[src/rtl/servo_pkg.sv]
// Shared defaults, pulse-width word type and the command clamp for the servo PWM array.
package servo_pkg;

  localparam int unsigned SERVO_MIN_US    = 1000;
  localparam int unsigned SERVO_MAX_US    = 2000;
  localparam int unsigned SERVO_MID_US    = (SERVO_MIN_US + SERVO_MAX_US) / 2;
  localparam int unsigned SERVO_PERIOD_US = 20000;

  typedef logic [10:0] servo_us_t;

  function automatic int unsigned servo_clamp(input int unsigned v,
                                              input int unsigned lo,
                                              input int unsigned hi);
    if (v < lo) return lo;
    if (v > hi) return hi;
    return v;
  endfunction

endpackage

[src/rtl/servo_pwm_ch.sv]
// One servo channel: commanded target, frame-latched active width, optional slew step, pulse compare.
// SERVO_SLEW_LIMIT_EN limits the per-frame change of the active width to SLEW_US.
module servo_pwm_ch #(
  parameter int unsigned W       = 11,
  parameter int unsigned MID_US  = 1500,
  parameter int unsigned SLEW_US = 10,
  parameter int unsigned FCW     = 15
) (
  input  logic           clk_i,
  input  logic           rst_i,
  input  logic           wr_en_i,
  input  logic [W-1:0]   wr_us_i,
  input  logic           load_i,
  input  logic [FCW-1:0] frame_cnt_i,
  output logic           pwm_o,
  output logic [W-1:0]   active_o
);

  logic [W-1:0] target_q, target_d;
  logic [W-1:0] active_q, active_d;
  logic [W-1:0] next_us;
  logic         pwm_q, pwm_d;

`ifdef SERVO_SLEW_LIMIT_EN
  logic signed [W:0] diff;
  logic        [W:0] mag;
  logic        [W:0] step;

  // Widened to W+1 bits so the difference of two unsigned widths cannot wrap.
  always_comb begin
    diff    = $signed({1'b0, target_q}) - $signed({1'b0, active_q});
    mag     = diff[W] ? $unsigned(-diff) : $unsigned(diff);
    step    = (mag > (W+1)'(SLEW_US)) ? (W+1)'(SLEW_US) : mag;
    next_us = diff[W] ? (active_q - step[W-1:0]) : (active_q + step[W-1:0]);
  end
`else
  assign next_us = target_q;
`endif

  always_comb begin
    target_d = wr_en_i ? wr_us_i : target_q;
    active_d = load_i  ? next_us : active_q;
    pwm_d    = (32'(frame_cnt_i) < 32'(active_q));
  end

  always_ff @(posedge clk_i or posedge rst_i) begin
    if (rst_i) begin
      target_q <= W'(MID_US);
      active_q <= W'(MID_US);
      pwm_q    <= 1'b0;
    end else begin
      target_q <= target_d;
      active_q <= active_d;
      pwm_q    <= pwm_d;
    end
  end

  assign pwm_o    = pwm_q;
  assign active_o = active_q;

endmodule

[src/rtl/servo_pwm_array.sv]
// Multi-channel RC-servo PWM: shared us prescaler, frame counter, command decode, frame_start.
// Optional slew limiting per channel under SERVO_SLEW_LIMIT_EN (see servo_pwm_ch).
module servo_pwm_array
  import servo_pkg::*;
#(
  parameter int unsigned CLK_HZ    = 100_000_000,
  parameter int unsigned N_CH      = 3,
  parameter int unsigned W         = $bits(servo_us_t),
  parameter int unsigned PERIOD_US = SERVO_PERIOD_US,
  parameter int unsigned MIN_US    = SERVO_MIN_US,
  parameter int unsigned MAX_US    = SERVO_MAX_US,
  parameter int unsigned SLEW_US   = 10,
  localparam int unsigned CHW      = (N_CH > 1) ? $clog2(N_CH) : 1
) (
  input  logic              clk,
  input  logic              rst,
  input  logic              cmd_valid,
  output logic              cmd_ready,
  input  logic [CHW-1:0]    cmd_ch,
  input  logic [W-1:0]      cmd_us,
  output logic [N_CH-1:0]   pwm,
  output logic              frame_start,
  output logic [N_CH*W-1:0] active_us
);

  localparam int unsigned DIV    = CLK_HZ / 1_000_000;
  localparam int unsigned DW     = (DIV > 1) ? $clog2(DIV) : 1;
  localparam int unsigned FCW    = (PERIOD_US > 1) ? $clog2(PERIOD_US) : 1;
  localparam int unsigned MID_US = (MIN_US + MAX_US) / 2;

  logic [DW-1:0]  div_q, div_d;
  logic [FCW-1:0] frame_q, frame_d;
  logic           frame_start_q, frame_start_d;
  logic           us_tick;
  logic           boundary;
  logic           cmd_acc;
  logic [W-1:0]   cmd_clamped;

  // frame_start and pwm both lag the counter by one cycle, so the pulse that
  // starts a frame coincides with frame_start, including the first frame after reset.
  always_comb begin
    us_tick       = (div_q == DW'(DIV - 1));
    boundary      = us_tick && (frame_q == FCW'(PERIOD_US - 1));
    div_d         = us_tick ? '0 : div_q + DW'(1);
    frame_d       = frame_q;
    if (boundary) begin
      frame_d = '0;
    end else if (us_tick) begin
      frame_d = frame_q + FCW'(1);
    end
    frame_start_d = (div_q == '0) && (frame_q == '0);
  end

  always_ff @(posedge clk or posedge rst) begin
    if (rst) begin
      div_q         <= '0;
      frame_q       <= '0;
      frame_start_q <= 1'b0;
    end else begin
      div_q         <= div_d;
      frame_q       <= frame_d;
      frame_start_q <= frame_start_d;
    end
  end

  assign cmd_ready   = !boundary;
  assign cmd_acc     = cmd_valid && cmd_ready;
  assign cmd_clamped = W'(servo_clamp(32'(cmd_us), MIN_US, MAX_US));
  assign frame_start = frame_start_q;

  for (genvar i = 0; i < N_CH; i++) begin : g_ch
    servo_pwm_ch #(
      .W       (W),
      .MID_US  (MID_US),
      .SLEW_US (SLEW_US),
      .FCW     (FCW)
    ) u_ch (
      .clk_i       (clk),
      .rst_i       (rst),
      .wr_en_i     (cmd_acc && (cmd_ch == CHW'(i))),
      .wr_us_i     (cmd_clamped),
      .load_i      (boundary),
      .frame_cnt_i (frame_q),
      .pwm_o       (pwm[i]),
      .active_o    (active_us[i*W +: W])
    );
  end

endmodule
[config.mk]
export PLATFORM = sky130hd
export DESIGN_NAME = servo_pwm_array
export DESIGN_NICKNAME = d
export VERILOG_FILES = /design/src/rtl/servo_pkg.sv /design/src/rtl/servo_pwm_ch.sv /design/src/rtl/servo_pwm_array.sv
export SDC_FILE = /design/constraint.sdc
export NUM_CORES = 1
export LEC_CHECK = 0
export ABC_AREA = 1
export CORE_ASPECT_RATIO = 1.1
export CORE_MARGIN = 3
export CORE_UTILIZATION = 43
export CTS_CLUSTER_DIAMETER = 150
export DETAILED_ROUTE_END_ITERATION = 10
export GPL_ROUTABILITY_DRIVEN = 1
export HOLD_SLACK_MARGIN = 0.12
export MAX_ROUTING_LAYER = met4
export REMOVE_ABC_BUFFERS = 1
export SLEW_MARGIN = 10
export SYNTH_ARGS = -nofsm -noshare
export SYNTH_HDL_FRONTEND = slang
export SYNTH_SLANG_ARGS = --single-unit
[constraint.sdc]
create_clock -name clk -period 5.4 [get_ports clk]
set_input_delay 1.35 -clock clk [delete_from_list [all_inputs] [get_ports clk]]
set_output_delay 1.35 -clock clk [all_outputs]
set_load 0.05 [all_outputs]
# Word level (Yosys, flattened, before mapping)
# Cells that the tools add are included.
# op_classes
addsub,2
n_lt_le_gt_ge,5
n_eq_ne,4
mux,10
reduce_logical,11
# op_table
op,n
$lt A15 B11 Y1,3
$mux W11,3
$mux W15,2
$add A15 B1 Y15 const B,1
$eq A15 B15 Y1 const B,1
$logic_not A15 Y1,1
$gt A11 B11 Y1 const B,1
$lt A11 B10 Y1 const B,1
$mux W10,1
$add A7 B1 Y7 const B,1
$eq A7 B7 Y1 const B,1
$logic_not A7 Y1,1
$mux W7,1
$logic_and A1 B1 Y1,6
$mux W1,3
$eq A2 B1 Y1 const B,1
$eq A2 B2 Y1 const B,1
$logic_not A2 Y1,1
$reduce_bool A2 Y1,1
$logic_not A1 Y1,1
# totals
ff_bits,92
inputBits,16
out_inout_bits,38
wordCells,44

# Logic depth before layout (Yosys ltp)
# Gate-level depths: netlist of the first run.
# logic_depth
ltp_word,5
ltp_mapped,10
mapped_depth_nobuf,9

# Modules after synthesis
# Synthesis of the first run repeated with hierarchy kept, for this count alone.
# unflattened
hier_cells,557
area_unflattened_um2,4989.8
# modules_own_cells
mod,n_inst,cells_each,area_per_inst_um2,seq_area_each_um2
servo_pwm_ch,3,114,1164.9,593.1
servo_pwm_array,1,215,1495.2,575.6

# Worst setup path before layout of the first run
# Ideal clock, no wire load.
# synth_timing
path_kind,flip-flop to output port
startpoint,reg div_q[0]
endpoint,out cmd_ready
arrival_ps,1349
t_required_ps,4050
setup_slack_ps,2701
path_stages_with_launch,5
path_buffers,0
path_cell_list,dfrtp_1 ha_1 nand2_2 nor2_8 nand4_1
# synth_via
elab_chain_cells,3
# synth_rtl
item,line,text
"start, declared",servo_pwm_array.sv:31,"logic [DW-1:0] div_q, div_d;"
"start signal, assigned",servo_pwm_array.sv:60,div_q <= div_d;
$eq A7 B7 Y1,servo_pwm_array.sv:42,us_tick = (div_q == DW'(DIV - 1));
$logic_and A1 B1 Y1,servo_pwm_array.sv:43,boundary = us_tick && (frame_q == FCW'(PERIOD_US - 1));
$logic_not A1 Y1,servo_pwm_array.sv:66,assign cmd_ready = !boundary;
"end, declared",servo_pwm_array.sv:18,"output logic cmd_ready,"
# Every way passes these cells.

# Worst setup path after layout of the first run
# Ends and elaborated chain as after synthesis.

==> results.txt, run 1 <==
DRC Markers - 0
Via-per-instance ratio - 5.01
Initial DRC count - 157
Share of flip-flops with an asynchronous set or reset - 100%
Cell taking the most area after synthesis - dfrtp_1
PwrDens - 257 nW/um^2
Post-synth EDFFs - 0
Routed Antenna Nets - 0
Status - completed
Buf/Inv on CP - 1
RSZ-0062 raised after global routing - false
Worst-Skew Late Latency - 0.34 ns
Cell family with most CP delay - buffers and inverters
CTS Sinks - 92
Clock slew at reported path FFs - 0.07 ns
Commonest cells post-synth - nand2_1, inv_1, nor2_1
Count of final max-slew check failures - 0
Layout cell share with drive strength beyond 1 - 15.8%
Slew headroom - 37.4%
Die ar. - 12800 um^2
Global-route wire length before repair - 18500 um
FMAX - 0.278 GHz
Netlist cell types - 31
Drt wl/cell - 14.5 um
Worst EP required - 4.05 ns
Crit path max fanout - 18
Type of origin of the critical path - flop
Number of global-route vias before repair - 3729
Leakage - 2.63 nW
Fillers - 1055
Total negative slack - 0 ns
Post-CTS Hold Fix Bufs - 0
Crit share post-route - 66.6%
Critical path arrival - 2.24 ns
Worst Skew - 0.00832 ns
Cell with the most instances after synthesis - nand2_1
Synth Flop Type - dfrtp_1
CTS Buf Count - 9
Largest net degree at the start of global routing - 69
Yosys top cell area share - 25.4%
Slowest CP cell - clkdlybuf4s50_1
All-Layer GR Usage - 18.9%
Syn Inst Count - 572
Die Span X - 108 um
Post-DP HPWL - 8270 um
Post-CTS Setup Inserts - 0
GPL Wtd Cong - 0.866
Max incr delay on CP - 0.74 ns
H-tree Lvls - 3
Fin crit period - 3.59 ns
Syn avg cell area - 8.61 um^2
Critical path type - flop to output port
Antenna Cells - 0
Final Setup Violations - 0
Maximum clock insertion buffer count - 2
Synth Cell Area - 4920 um^2
Num rows - 40
CP Cell Sequence - ha_1 > nand2_2 > nor2_8 > nand4_1 > clkdlybuf4s50_1
Synth area leaders - dfrtp_1, dfstp_2, ha_1
Port Buffers - 53
Max_cap viols - 0
Initial Util - 44.5%
CTS tree - done
Min-delay worst type - flop to flop
Drt first pass iters - 4
Synth-to-Final Area Change - 18.6%
Total gr overflow - 0
Routed Wire Length - 11200 um
Overall Power - 1.50 mW
Hold Vio Cnt, Final - 0
Worst-Margin Slew - 0.940 ns
Total Nets Final - 670
CP endpoint kind - output port
Die height - 118 um
Initial antenna violation count - 0
Top Ports - 54
Root Buffer - clkbuf_16
Core ar. - 11100 um^2
Vias - 3870
CTS resizes - 0
Register area share after synthesis - 47.8%
Peak supply drop - 0.175 mV
Synth Register Bits - 92
Yosys Warn Count - 0
==> tightest hold or removal path, delay by kind of cell (launching register included) <==
| family | cells | cell delay, ns |
|---|---|---|
| DFF | 1 | 0.37 |
| and+or+nand+nor | 2 | 0.10 |
==> sequential cells by signal, summed over array words and instances, names as in the netlist <==
register,count
g_ch.u_ch.active_o,33
g_ch.u_ch.next_us,33
frame_q,15
div_q,7
g_ch.u_ch.pwm_o,3
frame_start,1
==> path summary, 6_finish.rpt <==
path | from | endpoint | slack [ns] | cells past startpoint
worst max-delay path | div_q[0]$_DFF_PP0_ | cmd_ready | 1.81 | 5
worst min-delay path | g_ch[2].u_ch.next_us[3]$_DFFE_PP1P_ | g_ch[2].u_ch.next_us[3]$_DFFE_PP1P_ | 0.47 | 2
worst max register to register | frame_q[1]$_DFFE_PP0P_ | g_ch[0].u_ch.next_us[3]$_DFFE_PP1P_ | 2.95 | 8
worst min register to register | g_ch[2].u_ch.next_us[3]$_DFFE_PP1P_ | g_ch[2].u_ch.next_us[3]$_DFFE_PP1P_ | 0.47 | 2
max in group asynchronous | rst | g_ch[1].u_ch.active_o[2]$_DFFE_PP1P_ | 3.13 | 3
min in group asynchronous | rst | g_ch[2].u_ch.active_o[5]$_DFFE_PP0P_ | 1.36 | 2
==> cell usage in the layout, fill, tap and decap left out, types with 3 or more instances in the layout <==
cell             Yosys  layout
inv_1               77      76
a21oi_1             29      29
nand3_1             22      22
clkdlybuf4s50_1      0      53
o211ai_1             3       3
clkbuf_16            0       9
o21ai_0             40      40
dfrtp_1             50      50
nand3_2              5       5
a21oi_2             20      20
xor2_1               5       5
ha_1                34      34
nor2_1              73      73
nor3_1              16      16
nand2_2              3       3
dfstp_2             42      42
nand4_1             11      11
nand2_1            109     109
==> metal layers <==
metal  vias to the layer above  GRT usage, %  share of wire (%)
li1                       1942             -                  -
met1                      1855          25.3                 47
met2                        59          29.3                 48
met3                        14          3.17                3.5
met4                         0          6.24                1.5
met5                         -             -                  0
==> logic make-up (layout without fill, tap and decap cells) <==
| logic type | Yosys count | count (layout) | share of synthesized area [%] |
|---|---|---|---|
| xor gates and xnor gates | 5 | 5 | 0.889 |
| DFF | 92 | 92 | 47.8 |
| buffers and inverters | 97 | 150 | 8.51 |
| adders and majority gates | 34 | 34 | 8.64 |
| AOI/OAI and AO/OA | 94 | 94 | 11.3 |
| and+or+nand+nor | 250 | 250 | 22.9 |
==> power by group <==
| group | internal (mW) | total [mW] | switching [mW] |
|---|---|---|---|
| clock network | 0.376 | 0.654 | 0.278 |
| logic | 0.0305 | 0.0801 | 0.0496 |
| registers | 0.747 | 0.767 | 0.0208 |
| total | 1.15 | 1.50 | 0.348 |
==> metrics by stage <==
| step | setup WS, ns | area, um^2 | hold WS, ns | util (%) | cells |
|---|---|---|---|---|---|
| 6_report | 1.81 | 5840 | 0.468 | 52.8 | 772 |
| 5_1_grt | 1.71 | 5840 | 0.481 | 52.8 | 772 |
| 4_1_cts | 1.78 | 5840 | 0.470 | 52.8 | 772 |
| 3_5_place_dp | 2.15 | 5530 | 0.458 | 50.0 | 756 |
| 3_3_place_gp | 2.21 | 5530 | 0.459 | 50.0 | 756 |
| 2_1_floorplan | 1.73 | 4800 | 0.448 | - | 554 |
==> final cells by class <==
type,count,area [um^2],share of cell area (%)
Clock inverter,6,68.8,1.18
Sequential cell,92,2350,40.3
Tap cell,147,184,3.15
Timing Repair Buffer,55,546,9.34
Inverter,79,298,5.10
Clock buffer,10,239,4.09
Multi-Input combinational cell,383,2150,36.8
Power figures use the tool's default switching activity.
==> inputs of run 2 (changes only) <==
clock period = 3.58 ns   (was 5.4 ns; I/O delays follow)
==> run 2 against run 1 <==
  * Sequential power increased by 51%
  * Routed wire length decreased by 0.34%
  * Cell count stayed put
  * Highest routed layer unchanged
  * Clock-buffer cell count rose by 1
  * Final area rose by 0.69%
  * Via count fell by 0.85%
  * First-iteration DRC count is 43% higher
  * Register-to-register slack got worse by 1.7 ns
==> results.txt, run 2 (synthesis gave the netlist of run 1 again) <==
Status - completed (unchanged)
WHS - 0.473 ns (was 0.468 ns)
Initial DRC count - 225 (was 157)
Post-DP HPWL - 8210 um (was 8270 um)
Max_cap viols - 0 (unchanged)
Worst-Skew Late Latency - 0.35 ns (was 0.34 ns)
Initial antenna violation count - 0 (unchanged)
Via-per-instance ratio - 4.97 (was 5.01)
Vias - 3837 (was 3870)
Die Span X - 108 um (unchanged)
Hold Vio Cnt, Final - 0 (unchanged)
Drt wl/cell - 14.4 um (was 14.5 um)
Met3 wire len - 393 um (was 396 um)
Top Layer Used - met4 (unchanged)
All-Layer GR Usage - 19.7% (was 18.9%)
Critical path arrival - 2.26 ns (was 2.24 ns)
Worst-Margin Slew - 0.751 ns (was 0.940 ns)
Fillers - 1067 (was 1055)
Largest net degree at the start of global routing - 57 (was 69)
H-tree Lvls - 3 (unchanged)
GPL Wtd Cong - 0.862 (was 0.866)
Post-route cell area - 5880 um^2 (was 5840 um^2)
WL met2 - 5320 um (was 5400 um)
Initial Util - 44.5% (unchanged)
Multi-input combinational cell area - 2150 um^2 (unchanged)
Crit share post-route - 88.1%
Routed Wire Length - 11100 um (was 11200 um)
Total Nets Final - 670 (unchanged)
Total negative slack - 0 ns (unchanged)
Num rows - 40 (unchanged)
Die ar. - 12800 um^2 (unchanged)
CTS tree - done (unchanged)
Top Ports - 54 (unchanged)
Placement Cell Area - 5550 um^2 (was 5530 um^2)
Crit path max fanout - 18 (unchanged)
Routed Antenna Nets - 0 (unchanged)
Final core occ - 53.2% (was 52.8%)
CP endpoint kind - output port (unchanged)
Core ar. - 11100 um^2 (unchanged)
Critical path type - flop to output port (unchanged)
Global-route wire length before repair - 19200 um (was 18500 um)
Number of global-route vias before repair - 3835 (was 3729)
Leakage - 2.65 nW (was 2.63 nW)
Fin crit period - 3.15 ns
RSZ-0062 raised after global routing - false (unchanged)
Sequential Area - 2350 um^2 (unchanged)
Root Buffer - clkbuf_16 (unchanged)
Port Buffers - 53 (unchanged)
Peak supply drop - 0.215 mV (was 0.175 mV)
Drt first pass iters - 4 (unchanged)
Type of origin of the critical path - flop (unchanged)
CTS Buf Count - 9 (unchanged)
Final Setup Violations - 0 (unchanged)
Count of final max-slew check failures - 0 (unchanged)
Total gr overflow - 0 (unchanged)
Clock slew at reported path FFs - 0.07 ns (about the same)
Worst Skew - 0.00923 ns (was 0.00832 ns)
Post-CTS Hold Fix Bufs - 0 (unchanged)
Maximum clock insertion buffer count - 2 (unchanged)
Die height - 118 um (unchanged)
Min-delay worst type - flop to flop (unchanged)
CTS Sinks - 92 (unchanged)
Antenna Cells - 0 (unchanged)
PwrDens - 395 nW/um^2 (was 257 nW/um^2)
M1 WL - 5160 um (was 5200 um)
Commonest cells after routing, fill and taps aside - nand2_1, inv_1, nor2_1, clkdlybuf4s50_1, dfrtp_1 (unchanged)
Commonest non-fill, non-tap cell in the layout - nand2_1 (unchanged)
CTS resizes - 0 (unchanged)
Layout cell share with drive strength beyond 1 - 15.8% (unchanged)
Post-CTS Setup Inserts - 0 (unchanged)
Slew headroom - 49.5% (was 37.4%)
Worst EP required - 2.68 ns (was 4.05 ns)
DRC Markers - 0 (unchanged)
FMAX - 0.317 GHz
Synth-to-Final Area Change - 19.4% (was 18.6%)
run 2: cell types whose count changed in the layout (fill, tap and decap cells not counted):
cell,previous run,this run
clkbuf_16,9,11
clkbuf_8,1,0
inv_6,2,1
buf_4,2,1
buf_12,0,1
run 2: worst paths after layout:
kind                                                startpoint                                   end  slack, ns  cells after the start
max                                         div_q[0]$_DFF_PP0_                             cmd_ready       0.43                      5
min                        g_ch[0].u_ch.next_us[3]$_DFFE_PP1P_   g_ch[0].u_ch.next_us[3]$_DFFE_PP1P_       0.47                      2
max reg2reg                             frame_q[1]$_DFFE_PP0P_  g_ch[2].u_ch.active_o[5]$_DFFE_PP0P_       1.29                      7
min reg2reg                g_ch[0].u_ch.next_us[3]$_DFFE_PP1P_   g_ch[0].u_ch.next_us[3]$_DFFE_PP1P_       0.47                      2
max in group asynchronous                                  rst   g_ch[1].u_ch.next_us[2]$_DFFE_PP1P_       1.86                      3
min in group asynchronous                                  rst  g_ch[2].u_ch.active_o[9]$_DFFE_PP0P_       0.95                      2
run 2: critical path, stage by stage (launching register included):
cell and delay [ns]:
dfrtp_1 0.39, ha_1 0.22, nand2_2 0.11, nor2_8 0.25, nand4_1 0.19, clkdlybuf4s50_1 0.74
run 2: report_power, final:
| part | total, mW | switching (mW) | leakage, nW | internal (mW) |
|---|---|---|---|---|
| Clock | 1.04 | 0.414 | 0.167 | 0.630 |
| Sequential | 1.16 | 0.0312 | 1.10 | 1.13 |
| Combinational | 0.121 | 0.0741 | 1.38 | 0.0468 |
| Total | 2.32 | 0.519 | 2.65 | 1.80 |
run 2: layer usage:
| layer | up-vias | GRT usage (%) |
|---|---|---|
| li1 | 1943 | - |
| met1 | 1813 | 26.1 |
| met2 | 62 | 30.0 |
| met3 | 19 | 3.60 |
| met4 | 0 | 7.73 |
| met5 | - | - |
run 2: metrics by stage:
| step | instances | total power, mW | worst slack (ns) |
|---|---|---|---|
| after CTS | 772 | 2.35 | 0.401 |
| final | 772 | 2.32 | 0.427 |
| after global placement | 756 | 1.29 | 0.841 |
| after floorplan | 554 | 1.24 | 0.363 |
| after detailed placement | 756 | 1.30 | 0.779 |
| after global routing | 772 | 2.43 | 0.282 |
run 2: layout make-up:
cell class	count	area share, %
multi-input cells	383	36.6
repair buffers	55	9.49
clock inverters	5	1.02
clock buffers	11	4.68
well taps	147	3.13
flip-flops and latches	92	40.0
inverters	79	5.06
==> inputs of run 3 (changes only) <==
PLACE_DENSITY = 0.66   (was unset)
==> run 3 against run 2 <==
  * Sequential share of layout area down 0.077 points
  * Critical path depth unchanged
  * Cell count up 0.26%
==> results.txt, run 3 (synthesis gave the netlist of run 1 again) <==
Largest net degree at the start of global routing - 42 (was 57)
Non-filler instance count after layout - 774 (was 772)
Peak supply drop - 0.242 mV (was 0.215 mV)
Drt wl/cell - 14.2 um (was 14.4 um)
Count of final max-slew check failures - 0 (unchanged)
All-Layer GR Usage - 19.3% (was 19.7%)
Max_cap viols - 0 (unchanged)
Drt first pass iters - 4 (unchanged)
Placed Cells - 758 (was 756)
Initial DRC count - 174 (was 225)
Hold Vio Cnt, Final - 0 (unchanged)
Post-DP HPWL - 8310 um (was 8210 um)
CTS tree - done (unchanged)
Slew headroom - 59.2% (was 49.5%)
Initial Util - 44.5% (unchanged)
Post-route cell area - 5890 um^2 (was 5880 um^2)
Clock slew at reported path FFs - 0.06 ns (was 0.07 ns)
Worst-Margin Slew - 0.606 ns (was 0.751 ns)
CTS resizes - 0 (unchanged)
CTS Buf Count - 9 (unchanged)
Vias - 3912 (was 3837)
PwrDens - 394 nW/um^2 (was 395 nW/um^2)
Worst EP required - 2.68 ns (about the same)
Root Buffer - clkbuf_16 (unchanged)
Fin crit period - 3.16 ns (was 3.15 ns)
Final Setup Violations - 0 (unchanged)
Layout cell share with drive strength beyond 1 - 16.1% (was 15.8%)
H-tree Lvls - 3 (unchanged)
Post-CTS Setup Inserts - 0 (unchanged)
Sequential Area - 2350 um^2 (unchanged)
Total negative slack - 0 ns (unchanged)
Maximum clock insertion buffer count - 2 (unchanged)
Multi-input combinational cell area - 2150 um^2 (unchanged)
Routed Wire Length - 11000 um (was 11100 um)
Total gr overflow - 0 (unchanged)
CP endpoint kind - output port (unchanged)
Worst-Skew Late Latency - 0.34 ns (was 0.35 ns)
Num rows - 40 (unchanged)
Setup ws final - 0.415 ns (was 0.427 ns)
Synth-to-Final Area Change - 19.6% (was 19.4%)
Die ar. - 12800 um^2 (unchanged)
Crit share post-route - 88.4% (was 88.1%)
Number of global-route vias before repair - 3905 (was 3835)
Type of origin of the critical path - flop (unchanged)
Fillers - 1036 (was 1067)
Slowest CP cell - clkdlybuf4s50_1 (unchanged)
Die height - 118 um (unchanged)
FMAX - 0.316 GHz (was 0.317 GHz)
Commonest non-fill, non-tap cell in the layout - nand2_1 (unchanged)
Port Buffers - 53 (unchanged)
Min-delay worst type - flop to flop (unchanged)
Post-Place Worst Slack - 0.771 ns (was 0.779 ns)
Initial antenna violation count - 0 (unchanged)
Die Span X - 108 um (unchanged)
Antenna Cells - 0 (unchanged)
Global-route wire length before repair - 19000 um (was 19200 um)
Max incr delay on CP - 0.74 ns (about the same)
Total Nets Final - 672 (was 670)
Core ar. - 11100 um^2 (unchanged)
Crit path max fanout - 18 (unchanged)
Critical path type - flop to output port (unchanged)
Critical path arrival - 2.27 ns (was 2.26 ns)
Routed Antenna Nets - 0 (unchanged)
Post-CTS Hold Fix Bufs - 0 (unchanged)
GPL Wtd Cong - 0.859 (was 0.862)
Worst Skew - 0.00966 ns (was 0.00923 ns)
Status - completed (unchanged)
Top Ports - 54 (unchanged)
Placement Cell Area - 5560 um^2 (was 5550 um^2)
CP Cell Sequence - ha_1 > nand2_2 > nor2_8 > nand4_1 > clkdlybuf4s50_1 (unchanged)
RSZ-0062 raised after global routing - false (unchanged)
Leakage - 2.65 nW (about the same)
CTS Sinks - 92 (unchanged)
Commonest cells after routing, fill and taps aside - nand2_1, inv_1, nor2_1, clkdlybuf4s50_1, dfrtp_1 (unchanged)
DRC Markers - 0 (unchanged)
Via-per-instance ratio - 5.05 (was 4.97)
==> run 3: changes by cell type in the layout (fill, tap and decap cells not counted) <==
cell and change:
inv_4 -1, buf_4 +2, clkbuf_16 -2, inv_6 +1, bufinv_16 +1, clkbuf_8 +1
==> run 3: metrics by stage <==
stage	power (mW)	hold WS (ns)	utilization, %
floorplan	1.24	0.448	-
global placement	1.29	0.461	50.3
detailed placement	1.30	0.458	50.3
CTS	2.35	0.470	53.3
global route	2.42	0.495	53.3
finish	2.32	0.468	53.3
==> run 3: where the power goes <==
group	leakage, nW	switching [mW]	internal [mW]
registers	1.10	0.0319	1.13
clock network	0.164	0.406	0.637
logic	1.39	0.0735	0.0475
total	2.65	0.512	1.81
==> run 3: worst paths after layout <==
path                                                     startpoint                              endpoint  slack (ns)  depth (start not counted)
worst max register to register               frame_q[1]$_DFFE_PP0P_  g_ch[0].u_ch.active_o[9]$_DFFE_PP0P_        1.42                          7
min in group asynchronous                                       rst   g_ch[2].u_ch.next_us[9]$_DFFE_PP0P_        0.93                          2
worst min-delay path            g_ch[1].u_ch.next_us[3]$_DFFE_PP1P_   g_ch[1].u_ch.next_us[3]$_DFFE_PP1P_        0.47                          2
worst max-delay path                             div_q[0]$_DFF_PP0_                             cmd_ready        0.42                          5
max in group asynchronous                                       rst  g_ch[2].u_ch.active_o[6]$_DFFE_PP1P_        1.93                          3
worst min register to register  g_ch[1].u_ch.next_us[3]$_DFFE_PP1P_   g_ch[1].u_ch.next_us[3]$_DFFE_PP1P_        0.47                          2
==> run 3: routing by layer <==
| metal | vias to the layer above | global-route usage (%) | part of all wire [%] | wire [um] |
|---|---|---|---|---|
| met5 | - | - | 0 | 0 |
| met4 | 0 | 6.63 | 2.0 | 219 |
| met3 | 17 | 3.22 | 3.8 | 415 |
| met2 | 72 | 31.1 | 50 | 5470 |
| met1 | 1870 | 24.5 | 44 | 4860 |
| li1 | 1953 | - | - | - |
==> run 3: final cells by class <==
class                           count  area share [%]
Inverter                           79            5.05
Multi-Input combinational cell    383            36.5
Timing Repair Buffer               57            9.73
Sequential cell                    92            40.0
Clock buffer                       10            4.06
Tap cell                          147            3.12
Clock inverter                      6            1.57
==> run 3: critical path, delay by kind of cell (launching register included) <==
kind / cells / cell delay, ns
adders and majority gates: 1 / 0.22
DFF: 1 / 0.40
buffers and inverters: 1 / 0.74
and+or+nand+nor: 3 / 0.56
